$ cat config.mk
export PLATFORM = sky130hd
export DESIGN_NAME = unidad_de_control_multiciclo
export DESIGN_NICKNAME = d
export VERILOG_FILES = /design/src/rtl/unidad_de_control_multiciclo.sv
export SDC_FILE = /design/constraint.sdc
export NUM_CORES = 1
export LEC_CHECK = 0
export BUFFER_PORTS_ARGS = -buffer_cell sky130_fd_sc_hd__buf_2
export CAP_MARGIN = 0
export CORE_ASPECT_RATIO = 0.75
export CORE_UTILIZATION = 32
export DETAILED_ROUTE_END_ITERATION = 10
export PLACE_DENSITY_LB_ADDON = 0.05
export SYNTH_ARGS = -nofsm -noshare
export SYNTH_HDL_FRONTEND = slang
export SYNTH_SLANG_ARGS = --single-unit
export TNS_END_PERCENT = 10
$ cat constraint.sdc
create_clock -name clk -period 1.3 [get_ports clk]
set_input_delay 0.26 -clock clk [delete_from_list [all_inputs] [get_ports clk]]
set_output_delay 0.26 -clock clk [all_outputs]
set_load 0.01 [all_outputs]
$ cat src/rtl/unidad_de_control_multiciclo.sv
// Multicycle MIPS control unit: sequences fetch/decode/execute/memory/write-back
// over a shared-memory datapath, with a memory-ready handshake and illegal-opcode flag.
module unidad_de_control_multiciclo #(
   parameter int OP_W        = 6,
   parameter int ALUOP_W     = 3,
   parameter bit MEM_WAIT_EN = 1'b1
) (
   input  logic               clk,
   input  logic               rst_n,
   input  logic [OP_W-1:0]    op,
   input  logic               MemReady,
   output logic               PCWrite,
   output logic               Branch,
   output logic [1:0]         PCSrc,
   output logic               IorD,
   output logic               MemRead,
   output logic               MemToWrite,
   output logic               IRWrite,
   output logic               MemToReg,
   output logic               RegDst,
   output logic               RegWrite,
   output logic               AluSrcA,
   output logic [1:0]         AluSrcB,
   output logic [ALUOP_W-1:0] AluOp,
   output logic               IllegalOp,
   output logic [3:0]         State
);

   // Handshake: a memory request (MemRead or MemToWrite) is held constant
   // until MemReady is seen high in the same cycle; the transfer completes on
   // that clock edge and the FSM advances.

   typedef enum logic [3:0] {
      S_IDLE   = 4'd0,
      S_FETCH  = 4'd1,
      S_DECODE = 4'd2,
      S_MEMADR = 4'd3,
      S_MEMRD  = 4'd4,
      S_MEMWB  = 4'd5,
      S_MEMWR  = 4'd6,
      S_EXEC_R = 4'd7,
      S_RWB    = 4'd8,
      S_BRANCH = 4'd9,
      S_EXEC_I = 4'd10,
      S_IWB    = 4'd11,
      S_JUMP   = 4'd12
   } state_t;

   localparam logic [OP_W-1:0] OP_RTYPE = OP_W'(6'b000000);
   localparam logic [OP_W-1:0] OP_LW    = OP_W'(6'b100011);
   localparam logic [OP_W-1:0] OP_SW    = OP_W'(6'b101011);
   localparam logic [OP_W-1:0] OP_BEQ   = OP_W'(6'b000100);
   localparam logic [OP_W-1:0] OP_ADDI  = OP_W'(6'b001000);
   localparam logic [OP_W-1:0] OP_ANDI  = OP_W'(6'b001100);
   localparam logic [OP_W-1:0] OP_ORI   = OP_W'(6'b001101);
   localparam logic [OP_W-1:0] OP_SLTI  = OP_W'(6'b001010);
   localparam logic [OP_W-1:0] OP_J     = OP_W'(6'b000010);

   localparam logic [ALUOP_W-1:0] ALU_ADD   = ALUOP_W'(3'b000);
   localparam logic [ALUOP_W-1:0] ALU_RTYPE = ALUOP_W'(3'b001);
   localparam logic [ALUOP_W-1:0] ALU_SUB   = ALUOP_W'(3'b010);
   localparam logic [ALUOP_W-1:0] ALU_AND   = ALUOP_W'(3'b011);
   localparam logic [ALUOP_W-1:0] ALU_OR    = ALUOP_W'(3'b100);
   localparam logic [ALUOP_W-1:0] ALU_SLT   = ALUOP_W'(3'b101);

   state_t r_state;

   logic w_mem_ready;
   logic w_is_r;
   logic w_is_mem;
   logic w_is_sw;
   logic w_is_beq;
   logic w_is_ialu;
   logic w_is_j;
   logic w_illegal;

   // Without wait support, every memory access completes in its first cycle.
   assign w_mem_ready = MEM_WAIT_EN ? MemReady : 1'b1;

   assign w_is_r    = (op == OP_RTYPE);
   assign w_is_sw   = (op == OP_SW);
   assign w_is_mem  = (op == OP_LW) || w_is_sw;
   assign w_is_beq  = (op == OP_BEQ);
   assign w_is_ialu = (op == OP_ADDI) || (op == OP_ANDI) ||
                      (op == OP_ORI)  || (op == OP_SLTI);
   assign w_is_j    = (op == OP_J);
   assign w_illegal = !(w_is_r || w_is_mem || w_is_beq || w_is_ialu || w_is_j);

   always_ff @(posedge clk or negedge rst_n) begin
      if (!rst_n) begin
         r_state <= S_IDLE;
      end else begin
         case (r_state)
            S_IDLE:   r_state <= S_FETCH;
            S_FETCH:  if (w_mem_ready) r_state <= S_DECODE;
            S_DECODE: begin
               if (w_is_r)         r_state <= S_EXEC_R;
               else if (w_is_mem)  r_state <= S_MEMADR;
               else if (w_is_beq)  r_state <= S_BRANCH;
               else if (w_is_ialu) r_state <= S_EXEC_I;
               else if (w_is_j)    r_state <= S_JUMP;
               else                r_state <= S_FETCH;
            end
            S_MEMADR: r_state <= w_is_sw ? S_MEMWR : S_MEMRD;
            S_MEMRD:  if (w_mem_ready) r_state <= S_MEMWB;
            S_MEMWB:  r_state <= S_FETCH;
            S_MEMWR:  if (w_mem_ready) r_state <= S_FETCH;
            S_EXEC_R: r_state <= S_RWB;
            S_RWB:    r_state <= S_FETCH;
            S_BRANCH: r_state <= S_FETCH;
            S_EXEC_I: r_state <= S_IWB;
            S_IWB:    r_state <= S_FETCH;
            S_JUMP:   r_state <= S_FETCH;
            default:  r_state <= S_FETCH;
         endcase
      end
   end

   // Outputs decode from the state register; only the FETCH-cycle
   // IRWrite/PCWrite also look at the memory handshake.
   always_comb begin
      PCWrite    = 1'b0;
      Branch     = 1'b0;
      PCSrc      = 2'd0;
      IorD       = 1'b0;
      MemRead    = 1'b0;
      MemToWrite = 1'b0;
      IRWrite    = 1'b0;
      MemToReg   = 1'b0;
      RegDst     = 1'b0;
      RegWrite   = 1'b0;
      AluSrcA    = 1'b0;
      AluSrcB    = 2'd0;
      AluOp      = ALU_ADD;
      IllegalOp  = 1'b0;
      case (r_state)
         S_FETCH: begin
            MemRead = 1'b1;
            AluSrcB = 2'd1;
            IRWrite = w_mem_ready;
            PCWrite = w_mem_ready;
         end
         S_DECODE: begin
            AluSrcB   = 2'd3;
            IllegalOp = w_illegal;
         end
         S_MEMADR: begin
            AluSrcA = 1'b1;
            AluSrcB = 2'd2;
         end
         S_MEMRD: begin
            MemRead = 1'b1;
            IorD    = 1'b1;
         end
         S_MEMWB: begin
            RegWrite = 1'b1;
            MemToReg = 1'b1;
         end
         S_MEMWR: begin
            MemToWrite = 1'b1;
            IorD       = 1'b1;
         end
         S_EXEC_R: begin
            AluSrcA = 1'b1;
            AluOp   = ALU_RTYPE;
         end
         S_RWB: begin
            RegWrite = 1'b1;
            RegDst   = 1'b1;
         end
         S_BRANCH: begin
            AluSrcA = 1'b1;
            AluOp   = ALU_SUB;
            Branch  = 1'b1;
            PCSrc   = 2'd1;
         end
         S_EXEC_I: begin
            AluSrcA = 1'b1;
            AluSrcB = 2'd2;
            if (op == OP_ANDI)      AluOp = ALU_AND;
            else if (op == OP_ORI)  AluOp = ALU_OR;
            else if (op == OP_SLTI) AluOp = ALU_SLT;
            else                    AluOp = ALU_ADD;
         end
         S_IWB: begin
            RegWrite = 1'b1;
         end
         S_JUMP: begin
            PCWrite = 1'b1;
            PCSrc   = 2'd2;
         end
         default: begin
         end
      endcase
   end

   assign State = r_state;

endmodule

==> results of run 1 <==
## metal layers
metal,routed length (um),GRT usage,up-vias
li1,-,-,425
met2,1049,0.4019,27
met5,0,0,-
met3,89,0.03409,4
met4,29,0.07237,0
met1,919,0.2489,399
## final cells by class
| cell class | count | area [um2] | share of cell area |
|---|---|---|---|
| timing repair buffer | 59 | 425.4 | 0.3696 |
| clock buffer | 3 | 22.52 | 0.01957 |
| multi-input combinational | 76 | 566.8 | 0.4924 |
| tap | 22 | 27.53 | 0.02391 |
| sequential | 4 | 105.1 | 0.09130 |
| inverter | 1 | 3.754 | 0.003261 |
## cells in the mapped netlist
library cell	count	area share
nor2_1	15	0.091
nand2_1	9	0.055
a21oi_1	7	0.057
nor3_1	7	0.057
buf_2	5	0.041
nand2b_1	5	0.051
dfrtp_1	4	0.16
nand3b_1	3	0.037
nor2b_1	3	0.030
o21ai_0	3	0.024
clkbuf_1	2	0.012
nand4_1	2	0.020
o22ai_1	2	0.020
a2111oi_4	1	0.045
a21boi_1	1	0.012
a2bb2oi_1	1	0.014
a31o_1	1	0.014
a31o_2	1	0.014
a31oi_1	1	0.010
a41oi_1	1	0.014
and3_1	1	0.010
buf_4	1	0.012
buf_6	1	0.018
inv_1	1	0.0061
nand3_1	1	0.0081
nand4b_1	1	0.014
nor2b_4	1	0.022
nor3b_1	1	0.012
nor3b_2	1	0.020
nor4_1	1	0.010
o21bai_1	1	0.012
o311ai_1	1	0.014
o31ai_2	1	0.020
or2_1	1	0.010
xnor2_1	1	0.014
xor2_1	1	0.014
## through the flow
stage	worst slack [ns]	TNS, ns	total power [W]	util	hold slack, ns
after floorplan	-0.06440	-0.2293	0.0009637	-	-0.03559
after global placement	-0.1265	-0.7388	0.001436	0.5505	0.06480
after detailed placement	-0.1420	-0.9174	0.001467	0.5505	0.06766
after CTS	-0.2852	-3.698	0.001937	0.6429	0.3579
after global routing	-0.3525	-4.912	0.002112	0.6493	0.3880
final	-0.2840	-3.660	0.001955	0.6493	0.3465
## critical path, delay by kind of cell (launching register included)
family	cells	cell delay, ns
AND/OR/NAND/NOR	3	0.51
buffers and inverters	1	0.12
flip-flops	1	0.45
## report_power, final
part | switching [W] | internal (W)
Clock | 0.0000546 | 0.000103
Combinational | 0.000723 | 0.000808
Sequential | 0.0000875 | 0.000178
Total | 0.000865 | 0.00109
## worst max path at each step
stage          depth (start not counted)  startpoint  endpoint
3_3_place_gp                           6       op[0]  State[0]
5_1_grt                                5    State[2]   MemRead
4_1_cts                                4    State[0]   PCWrite
2_1_floorplan                          4    State[0]   MemRead
3_5_place_dp                           6       op[0]  State[0]
6_report                               4    State[0]   PCWrite
## layout by cell type (no fill, tap or decap), drive strengths merged
cell type | synthesis | layout
a21boi | 1 | 1
nand3 | 1 | 1
nand4 | 2 | 2
xor2 | 1 | 1
a41oi | 1 | 1
inv | 1 | 1
dfrtp | 4 | 4
o31ai | 1 | 1
nor2 | 15 | 15
a31o | 2 | 2
nor3b | 2 | 2
o21ai | 3 | 3
a2bb2oi | 1 | 1
nor4 | 1 | 1
clkbuf | 2 | 3
a21oi | 7 | 7
nor2b | 4 | 4
buf | 7 | 58
nand2b | 5 | 5
or2 | 1 | 1
o311ai | 1 | 1
a31oi | 1 | 1
nor3 | 7 | 7
a2111oi | 1 | 1
nand2 | 9 | 9
o21bai | 1 | 1
nand4b | 1 | 1
dlygate4sd3 | 0 | 1
xnor2 | 1 | 1
o22ai | 2 | 2
nand3b | 3 | 3
and3 | 1 | 1
## logic make-up (layout without fill, tap and decap cells)
kind of cell | Yosys count | count (layout)
XOR/XNOR | 2 | 2
buffers and inverters | 10 | 63
AO/OA/AOI/OAI | 22 | 22
flip-flops | 4 | 4
AND/OR/NAND/NOR | 52 | 52
## what timing repair did
item,in CTS,in global routing
endpoints found under the hold margin,4,0
setup buffers,1,0
pin swaps,8,3
endpoints found under the setup margin,20,21
resized for setup,29,2
hold buffers,1,0
==> results.tsv, run 1 <==
metric	value	unit
kind of critical path	reg2out	
largest stage delay on the critical path	0.45	ns
cts bufs inserted	3	
R2R Setup Slk	0.07	ns
design area	1151	um2
post-DR vias/cell	5.182	
unrepaired setup endpoints after global routing	yes	
Final Slew Violations	0	
Max Clk Rate	631.3	MHz
vias	855	
first-pass GRT wire length	3215	um
pin count of the biggest net entering global routing	12	
Peak VDD IR	0.9964	mV
P_leak	0.5284	nW
maximum clock insertion buffer count	2	
gr usage total	0.2126	
R2R depth	5	
max_cap viols	0	
TritonCTS Sinks	4	
worst setup margin	-0.2840	ns
post-synth net total	99	
Syn Std Cell Area	616.8	um2
synthesized flop and latch total	4	
vias in the first global route	733	
cell total after placement	160	
Finished Layout Cells	165	
DRT iter0 DRCs	10	
NumNets Final	154	
I/O pin count	31	
RR Endpoint	State[0]	
Worst Hold Class	in2async	
gp weighted congestion	0.7516	
worst r2r src	State[2]	
Max-slew headroom	0.7976	
# rows	13	
Core ar.	1773	um2
Worst-path clk slew	0.04	ns
Initial DRT Pass Iterations	4	
crit path max fanout	6	
WP data arrival	1.32	ns
H-tree levels	1	
DIE HEIGHT	40.02	um
antenna violations before repair	0	
GR Overflow Total	0	
drt total wl	2087	um
post-synth cell types	36	
Seq/Total Area, Yosys	0.1623	
Cell Area, Placed	975.9	um2
PortBufs	30	
crit share post-route	1.218	
violated checks	negative setup slack	
Final Setup Violations	19	
count of warnings emitted by yosys	0	
DP Wirelength	1639	um
Fill cells	168	
effective utilization at floorplan	0.3479	
area grow syn2layout	86.61	%
worst clock skew	0.006051	ns
Clock Latency Late Sink	0.24	ns
startpoint types	register	
root buf cell	clkbuf_4	
combinational family with the most area after synthesis	simple AND/OR/NAND/NOR gates	
mean area per synthesized cell	6.854	um2
nature of the critical path endpoint	primary output	
Post-Synth XOR/XNOR Area	0.02840	
mux contribution to synthesized area	0	
cells after synthesis	90	
PwrDens	1698	nW/um2
Tmin final	1.584	ns
drt drc	0	
# diodes	0	
Routed WL per cell	12.65	um
die area	2109	um2
WP data required	1.04	ns
post-route ant nets	0	
Compound-Gate Fraction of Synth Area	0.2718	
CP Cell Sequence	nor2b_4 > and3_4 > or2_4 > buf_6	
Post-Synth Adder-Cell Area	0	
run status	finished with violations	
final hold vios	0	
layout cell share with drive strength beyond 1	0.6154	
number of flip-flops in the largest register	4	
Die W	52.70	um
CP max-delay cell	dfrtp_2	
Synth Area in Simple Gates	0.4483	
CTS tree	yes	
Slew @ Worst Pin	0.3022	ns
(Power assumes the default switching activity.)
==> run 2, diff against run 1 <==
--- a/config.mk
+++ b/config.mk
@@ -8,3 +8,3 @@
 export BUFFER_PORTS_ARGS = -buffer_cell sky130_fd_sc_hd__buf_2
-export CAP_MARGIN = 0
+export CAP_MARGIN = 20
 export CORE_ASPECT_RATIO = 0.75
--- a/constraint.sdc
+++ b/constraint.sdc
@@ -3,2 +3,2 @@
 set_output_delay 0.26 -clock clk [all_outputs]
-set_load 0.01 [all_outputs]
+set_load 0.05 [all_outputs]
==> run 2 against run 1 <==
The run still ends with negative setup slack left; hold slack better by 0.029 ns; sequential cell count did not move; worst setup slack got worse by 0.090 ns; core utilization is 15 points higher; register-to-register slack worse by 0.13 ns; clock skew shrank 0.0032 ns; critical path type unchanged; critical endpoint unchanged; largest power group unchanged.
==> results.tsv, run 2 (synthesis results as in run 1) <==
metric	value	unit	change
Die W	52.70	um	unchanged
final hold vios	0		unchanged
Slew @ Worst Pin	0.3663	ns	was 0.3022 ns
post-route ant nets	0		unchanged
Tmin final	1.674	ns	was 1.584 ns
Core ar.	1773	um2	unchanged
Final Setup Violations	21		was 19
Met2 Wirelength	1135	um	was 1049 um
vias	855		unchanged
worst clock skew	0.002822	ns	was 0.006051 ns
run status	finished with violations		unchanged
area grow syn2layout	129.0	%	was 86.61%
# diodes	0		unchanged
nature of the critical path endpoint	primary output		unchanged
Worst-path clk slew	0.04	ns	about the same
DRT iter0 DRCs	7		was 10
design area	1413	um2	was 1151 um2
cts bufs inserted	3		unchanged
root buf cell	clkbuf_4		unchanged
violated checks	negative setup slack		unchanged
effective utilization at floorplan	0.3479		unchanged
post-DR vias/cell	5.000		was 5.182
I/O pin count	31		unchanged
antenna violations before repair	0		unchanged
most common cell after layout, fill and taps aside	buf_4		was buf_2
Clock Latency Late Sink	0.23	ns	was 0.24 ns
gr usage total	0.2278		was 0.2126
PwrDens	2190	nW/um2	was 1698 nW/um2
Final Slew Violations	0		unchanged
Max-slew headroom	0.7558		was 0.7976
Top Layer Used	met3		was met4
WP data required	1.04	ns	about the same
setup TNS	-5.608	ns	was -3.660 ns
crit share post-route	1.287		was 1.218
number of flip-flops in the largest register	4		unchanged
Cell Area, Placed	1167	um2	was 975.9 um2
P_leak	0.6065	nW	was 0.5284 nW
kind of critical path	reg2out		unchanged
vias in the first global route	793		was 733
drt total wl	2129	um	was 2087 um
most frequent cells in the layout	buf_4, buf_6, nor2_1, nand2_1, buf_2		was buf_2, buf_4, nor2_1
metal3 WL	57	um	was 89 um
Peak VDD IR	1.667	mV	was 0.9964 mV
DIE HEIGHT	40.02	um	unchanged
CTS tree	yes		unchanged
TritonCTS Sinks	4		unchanged
Routed WL per cell	12.45	um	was 12.65 um
GR Overflow Total	0		unchanged
die area	2109	um2	unchanged
first-pass GRT wire length	3450	um	was 3215 um
maximum clock insertion buffer count	2		unchanged
DP Wirelength	1592	um	was 1639 um
Worst Hold Class	in2async		unchanged
PortBufs	30		unchanged
Fill cells	121		was 168
Max Clk Rate	597.5	MHz	was 631.3 MHz
crit path max fanout	7		was 6
max_cap viols	0		unchanged
gp weighted congestion	0.8048		was 0.7516
wire length on met1	936	um	was 919 um
startpoint types	register		unchanged
pin count of the biggest net entering global routing	10		was 12
layout cell share with drive strength beyond 1	0.7114		was 0.6154
unrepaired setup endpoints after global routing	yes		unchanged
NumNets Final	160		was 154
dpl ws	-0.3393	ns	was -0.1420 ns
H-tree levels	1		unchanged
Initial DRT Pass Iterations	4		unchanged
worst setup margin	-0.3737	ns	was -0.2840 ns
# rows	13		unchanged
WP data arrival	1.41	ns	was 1.32 ns
drt drc	0		unchanged
## run 2: changes by cell type in the layout (fill, tap and decap cells not counted), moves of 3 or more
cell	change
a21oi_1	-3
buf_2	-18
buf_4	+13
buf_6	+8
nor2_1	-5
nor2_2	+4
nor3_4	+4
## run 2: timing repair
action                                  CTS  global route
buffers inserted                          0             1
pin swaps                                 6             3
hold endpoints to repair                  4             0
gates resized for setup                  51            13
hold buffers                              1             0
endpoints found under the setup margin   23            25
## run 2: critical path: stages (launching register included)
cell     delay (ns)
dfrtp_2        0.47
nor2b_4        0.16
and3_4         0.18
or2_4          0.23
buf_8          0.15
## run 2: layout make-up
cell class	instances	area (um2)	area share
inverters	1	3.754	0.002657
clock buffers	3	22.52	0.01594
flip-flops and latches	4	105.1	0.07440
well taps	22	27.53	0.01949
multi-input cells	76	680.7	0.4818
repair buffers	65	573.1	0.4057
## run 2: per-stage QoR
step,hold WS (ns),instances,util,power (W)
final,0.3750,171,0.7968,0.003094
after global routing,0.3819,171,0.7968,0.003282
after CTS,0.3670,170,0.7692,0.003007
after detailed placement,0.06882,167,0.6584,0.002514
after global placement,0.06414,167,0.6584,0.002481
after floorplan,-0.03559,90,-,0.001889
## run 2: report_power, final
part	switching, W	leakage, nW	internal [W]
clock	0.0000459	0.0138	0.000103
sequential	0.0000897	0.0458	0.000178
combinational	0.00154	0.547	0.00113
## run 2: path summary, 6_finish.rpt
check	start	end	slack, ns	depth (start not counted)
min	rst_n	State[1]	0.38	2
max	State[0]	PCWrite	-0.37	4
min reg2reg	State[3]	State[2]	0.70	2
max in group asynchronous	rst_n	State[0]	0.79	2
min in group clk	MemReady	State[2]	0.51	5
max reg2reg	State[2]	State[0]	-0.06	6
## run 2: metal layers
layer / vias to the layer above / global-route usage
li1: 439 / -
met1: 395 / 0.2879
met2: 21 / 0.4304
met3: 0 / 0.02273
met4: 0 / 0.03947
met5: - / 0
